===== config.mk =====
export PLATFORM = sky130hd
export DESIGN_NAME = delay
export DESIGN_NICKNAME = d
export VERILOG_FILES = /design/src/rtl/delay.sv
export SDC_FILE = /design/constraint.sdc
export NUM_CORES = 1
export LEC_CHECK = 0
export ABC_CLOCK_PERIOD_IN_PS = 2460
export CAP_MARGIN = 20
export CORE_UTILIZATION = 40
export CTS_CLUSTER_DIAMETER = 80
export CTS_CLUSTER_SIZE = 25
export DETAILED_ROUTE_END_ITERATION = 10
export MAX_ROUTING_LAYER = met4
export PLACE_DENSITY_LB_ADDON = 0.15
export SLEW_MARGIN = 10
export SYNTH_ARGS = -nofsm -noshare
export SYNTH_HDL_FRONTEND = slang
export SYNTH_SLANG_ARGS = --single-unit

===== constraint.sdc =====
create_clock -name clk -period 2.46 [get_ports clk]
set_input_delay 0.369 -clock clk [delete_from_list [all_inputs] [get_ports clk]]
set_output_delay 0.369 -clock clk [all_outputs]
set_load 0.03 [all_outputs]

===== src/rtl/delay.sv =====
// Delayed, stretched pulse generator: a rising edge on din produces a dout
// pulse DELAY_CYC cycles later that lasts HOLD_CYC cycles, retriggerable
// while the pulse is high.
module delay #(
    parameter int unsigned DELAY_CYC = 3,
    parameter int unsigned HOLD_CYC  = 5,
    parameter int unsigned CNT_W     = 8
) (
    input  logic clk,
    input  logic n_rst,
    input  logic din,
    output logic dout
);

    localparam logic [CNT_W-1:0] DELAY_LOAD = CNT_W'(DELAY_CYC - 1);
    localparam logic [CNT_W-1:0] HOLD_LOAD  = CNT_W'(HOLD_CYC - 1);
    localparam logic [CNT_W-1:0] CNT_ONE    = CNT_W'(1);

    typedef enum logic [1:0] {
        IDLE = 2'd0,
        WAIT = 2'd1,
        HOLD = 2'd2
    } state_t;

    state_t           state_q, state_d;
    logic [CNT_W-1:0] cnt_q,   cnt_d;
    logic             din_q,   din_d;
    logic             dout_q,  dout_d;
    logic             trig_c;

    // Edge detect, next-state and next-output logic
    always_comb begin
        state_d = state_q;
        cnt_d   = cnt_q;
        dout_d  = dout_q;
        din_d   = din;
        trig_c  = din & ~din_q;

        case (state_q)
            IDLE: begin
                dout_d = 1'b0;
                if (trig_c) begin
                    state_d = WAIT;
                    cnt_d   = DELAY_LOAD;
                end
            end
            WAIT: begin
                // Triggers are ignored here so the pending pulse keeps its timing
                if (cnt_q == '0) begin
                    state_d = HOLD;
                    cnt_d   = HOLD_LOAD;
                    dout_d  = 1'b1;
                end else begin
                    cnt_d = cnt_q - CNT_ONE;
                end
            end
            HOLD: begin
                dout_d = 1'b1;
                if (trig_c) begin
                    // A retrigger, even on the final cycle, extends the pulse
                    cnt_d = HOLD_LOAD;
                end else if (cnt_q == '0) begin
                    state_d = IDLE;
                    dout_d  = 1'b0;
                end else begin
                    cnt_d = cnt_q - CNT_ONE;
                end
            end
            default: begin
                state_d = IDLE;
                cnt_d   = '0;
                dout_d  = 1'b0;
            end
        endcase
    end

    // State, counter, input history and output registers
    always_ff @(posedge clk or posedge n_rst) begin
        if (n_rst) begin
            state_q <= IDLE;
            cnt_q   <= '0;
            din_q   <= 1'b0;
            dout_q  <= 1'b0;
        end else begin
            state_q <= state_d;
            cnt_q   <= cnt_d;
            din_q   <= din_d;
            dout_q  <= dout_d;
        end
    end

    assign dout = dout_q;

endmodule


==> flow_metrics.tcl <==
set metrics [dict create \
    synth_simple_gate_area_share_pct 24.1 \
    muxShareOfSynthArea_pct 1.31 \
    drt-met1-wl_um 906 \
    critPathMaxFanout 6 \
    r2r.worst_path.cells 6 \
    die_x_um 48.4 \
    synth_area_leader_cell "dfrtp_1" \
    synthTopCellsByArea "dfrtp_1 (35%), ha_1 (8.7%), a22oi_1 (4.4%), inv_1 (3.9%), nand2_1 (3.1%)" \
    die-area_mm2 0.00234 \
    synth_top_family_by_area "compound AO/OA/AOI/OAI gates" \
    yosysSeqAreaShare_pct 34.9 \
    portBuffers 3 \
    synth-main-ff-cell "dfrtp_1" \
    postCtsHoldBufs 0 \
    cts_tree "done" \
    path_depth 6 \
    clockBufferDepth 2 \
    synth_compound_gate_area_share_pct 24.3 \
    final_antenna_net_count 0 \
    required_ns 2.63 \
    coreArea_mm2 0.00200 \
    drv_cap 0 \
    clkLatencyLatePin_ns 0.27 \
    wl_met3_um 50 \
    max_slew_margin_pct 66.6 \
    p_leak_nw 0.404 \
    timing.rr.start "cnt_q[0]$_DFFE_PP0P_" \
    r2r_slack_ns 0.51 \
    vdd.ir_drop.worst_mv 0.577 \
    rsz0062_at_grt "no" \
    io_pins 4 \
    grt_usage_pct 17.7 \
    drtIter0Drc 18 \
    cts_setup_buffers 0 \
    clock_skew_ns 0.000642 \
    cts_made_buffers 3 \
    diodes 0 \
    vias 716 \
    avgRoutedWirePerCell_um 14.8 \
    via_per_inst 5.92 \
    crit_family "compound AO/OA/AOI/OAI gates" \
    grt_pass1_wl_um 3150 \
    yosys.area_share.adder_pct 8.72 \
    p_per_area_mw_per_mm2 1170 \
    tightest_slew_ns 0.500 \
    setup_tns_ns 0 \
    hpwl_um 1300 \
    start_kind "flip-flop" \
    cts_num_sinks 12 \
    die_y_um 48.4 \
    synth_commonest_cells "dfrtp_1 (12), inv_1 (9), nand2_1 (7), ha_1 (6)" \
    yosysMostFrequentCell "dfrtp_1" \
    synth_xor_area_share_pct 1.02 \
    synth_cells 90 \
    fin_cells 121 \
    avgSynthCellArea_um2 9.56 \
    place_congestion 0.897 \
    cp-startpoint "cnt_q[0]$_DFFE_PP0P_" \
    antenna_found_initial 0 \
    hold_class "primary input to asynchronous set/reset pin" \
    finalCritPeriodShare_pct 79.1 \
    clk_pin_slew_worst_paths_ns 0.07 \
    grt_pass1_vias 667 \
    synth_top_area_share_pct 34.9 \
    max_freq_mhz 514 \
    multi_input_area_um2 512 \
    crit_chain "inv_1 > ha_1 > or3b_2 > o21ai_2 > a22o_2 > o2bb2a_4" \
    place_inst 118 \
    synth_nets 99 \
    cts-root-buf "clkbuf_4" \
    initial_core_util_pct 43.0 \
    critical_path_class "flip-flop to flip-flop" \
    r2r-end "cnt_q[3]$_DFFE_PP0P_" \
    cp_num_buf_inv 1 \
    synth-seq-cells 12 \
    endpoint "cnt_q[3]$_DFFE_PP0P_" \
    num_rows 16 \
    worst_setup_path_end_kind "flip-flop" \
    crit_arrival_ns 2.11 \
    routed_wl_um 1790 \
    cpPeakStageDelay_ns 0.54 \
    grt_overflow 0 \
    seqCellArea_um2 300 \
    hold_viol_final 0 \
    yosys_warnings 0 \
    ctsResizeCount 0 \
    fin_util_pct 46.6 \
    fillers 200 \
    highest_layer "met4" \
    status "completed" \
    slowest_stage "or3b_2" \
    synth_async_sr_flop_share_pct 100 \
    wl_met2_um 794 \
    remaining_drc_errors 0 \
    htreeDepth 1 \
    area.growth.synth_to_final_pct 8.28 \
    final_max_slew_viol_count 0 \
    synth_enable_flop_cells 0 \
    drt_pass1_iterations 4 \
    grt_max_degree 13 \
    final_layout_size_suffix_gt1_share_pct 14.9 \
    fin_nets 105 \
    syn_area_um2 861 \
    setup_viol 0 \
    synthDistinctLibCells 38 \
    min_period_ns 1.95 \
]
[metal layers]
| metal | vias up | global-route usage (%) |
|---|---|---|
| met3 | 4 | 2.83 |
| met4 | 0 | 7.84 |
| met1 | 343 | 24.2 |
| met2 | 15 | 25.8 |
| li1 | 354 | - |
| met5 | - | - |
[state kept, by name, indices dropped and copies added (netlist names)]
signal and flops:
cnt_q 8, state_q 2, dout 1, din_q 1
[per-stage QoR]
stage / cell area (µm²) / hold WS (ns) / total power [mW] / setup WS (ns)
finish: 932 / 0.421 / 1.09 / 0.514
floorplan: 861 / 0.234 / 0.843 / 0.708
CTS: 932 / 0.429 / 1.09 / 0.521
detailed placement: 910 / 0.541 / 0.967 / 0.384
global route: 932 / 0.478 / 1.19 / 0.353
global placement: 910 / 0.548 / 0.971 / 0.410
[worst min path at each step]
| stage | start | endpoint | slack (ns) | depth (start not counted) |
|---|---|---|---|---|
| 6_report | n_rst | cnt_q[1]$_DFFE_PP0P_ | 0.42 | 2 |
| 2_1_floorplan | n_rst | cnt_q[0]$_DFFE_PP0P_ | 0.23 | 1 |
| 4_1_cts | n_rst | cnt_q[6]$_DFFE_PP0P_ | 0.43 | 2 |
| 3_5_place_dp | cnt_q[1]$_DFFE_PP0P_ | cnt_q[1]$_DFFE_PP0P_ | 0.54 | 2 |
| 3_3_place_gp | cnt_q[1]$_DFFE_PP0P_ | cnt_q[1]$_DFFE_PP0P_ | 0.55 | 2 |
| 5_1_grt | n_rst | cnt_q[2]$_DFFE_PP0P_ | 0.48 | 2 |
[cell usage in the layout (no fill, tap or decap), types with 2 or more instances in the layout]
cell / count
dfrtp_1: 12
inv_1: 9
nand2_1: 7
ha_1: 6
a21oi_1: 5
a22oi_1: 5
nor4_1: 4
nand4_1: 3
o21ai_0: 3
nand3_1: 3
clkbuf_4: 3
clkdlybuf4s50_1: 3
nor2b_1: 2
o41ai_1: 2
o31ai_1: 2
a31o_2: 2
nor3_1: 2
[where the power goes]
| part | internal (mW) | total, mW | switching, mW | leakage, nW |
|---|---|---|---|---|
| clock | 0.0567 | 0.123 | 0.0659 | 0.0138 |
| combinational | 0.278 | 0.647 | 0.369 | 0.234 |
| sequential | 0.259 | 0.322 | 0.0636 | 0.157 |
| total | 0.593 | 1.09 | 0.499 | 0.404 |
[logic make-up after synthesis]
group,count (synthesis)
simple gates,32
compound gates,27
flops,12
buf+inv,11
fa+ha+maj,6
xor+xnor,1
mux,1
[area by class of cell]
class | instances | share of cell area (%)
tap | 27 | 3.62
sequential | 12 | 32.2
timing repair buffer | 3 | 3.22
inverter | 9 | 3.62
clock buffer | 3 | 2.42
multi-input combinational | 67 | 54.9
Power figures use the tool's default switching activity.
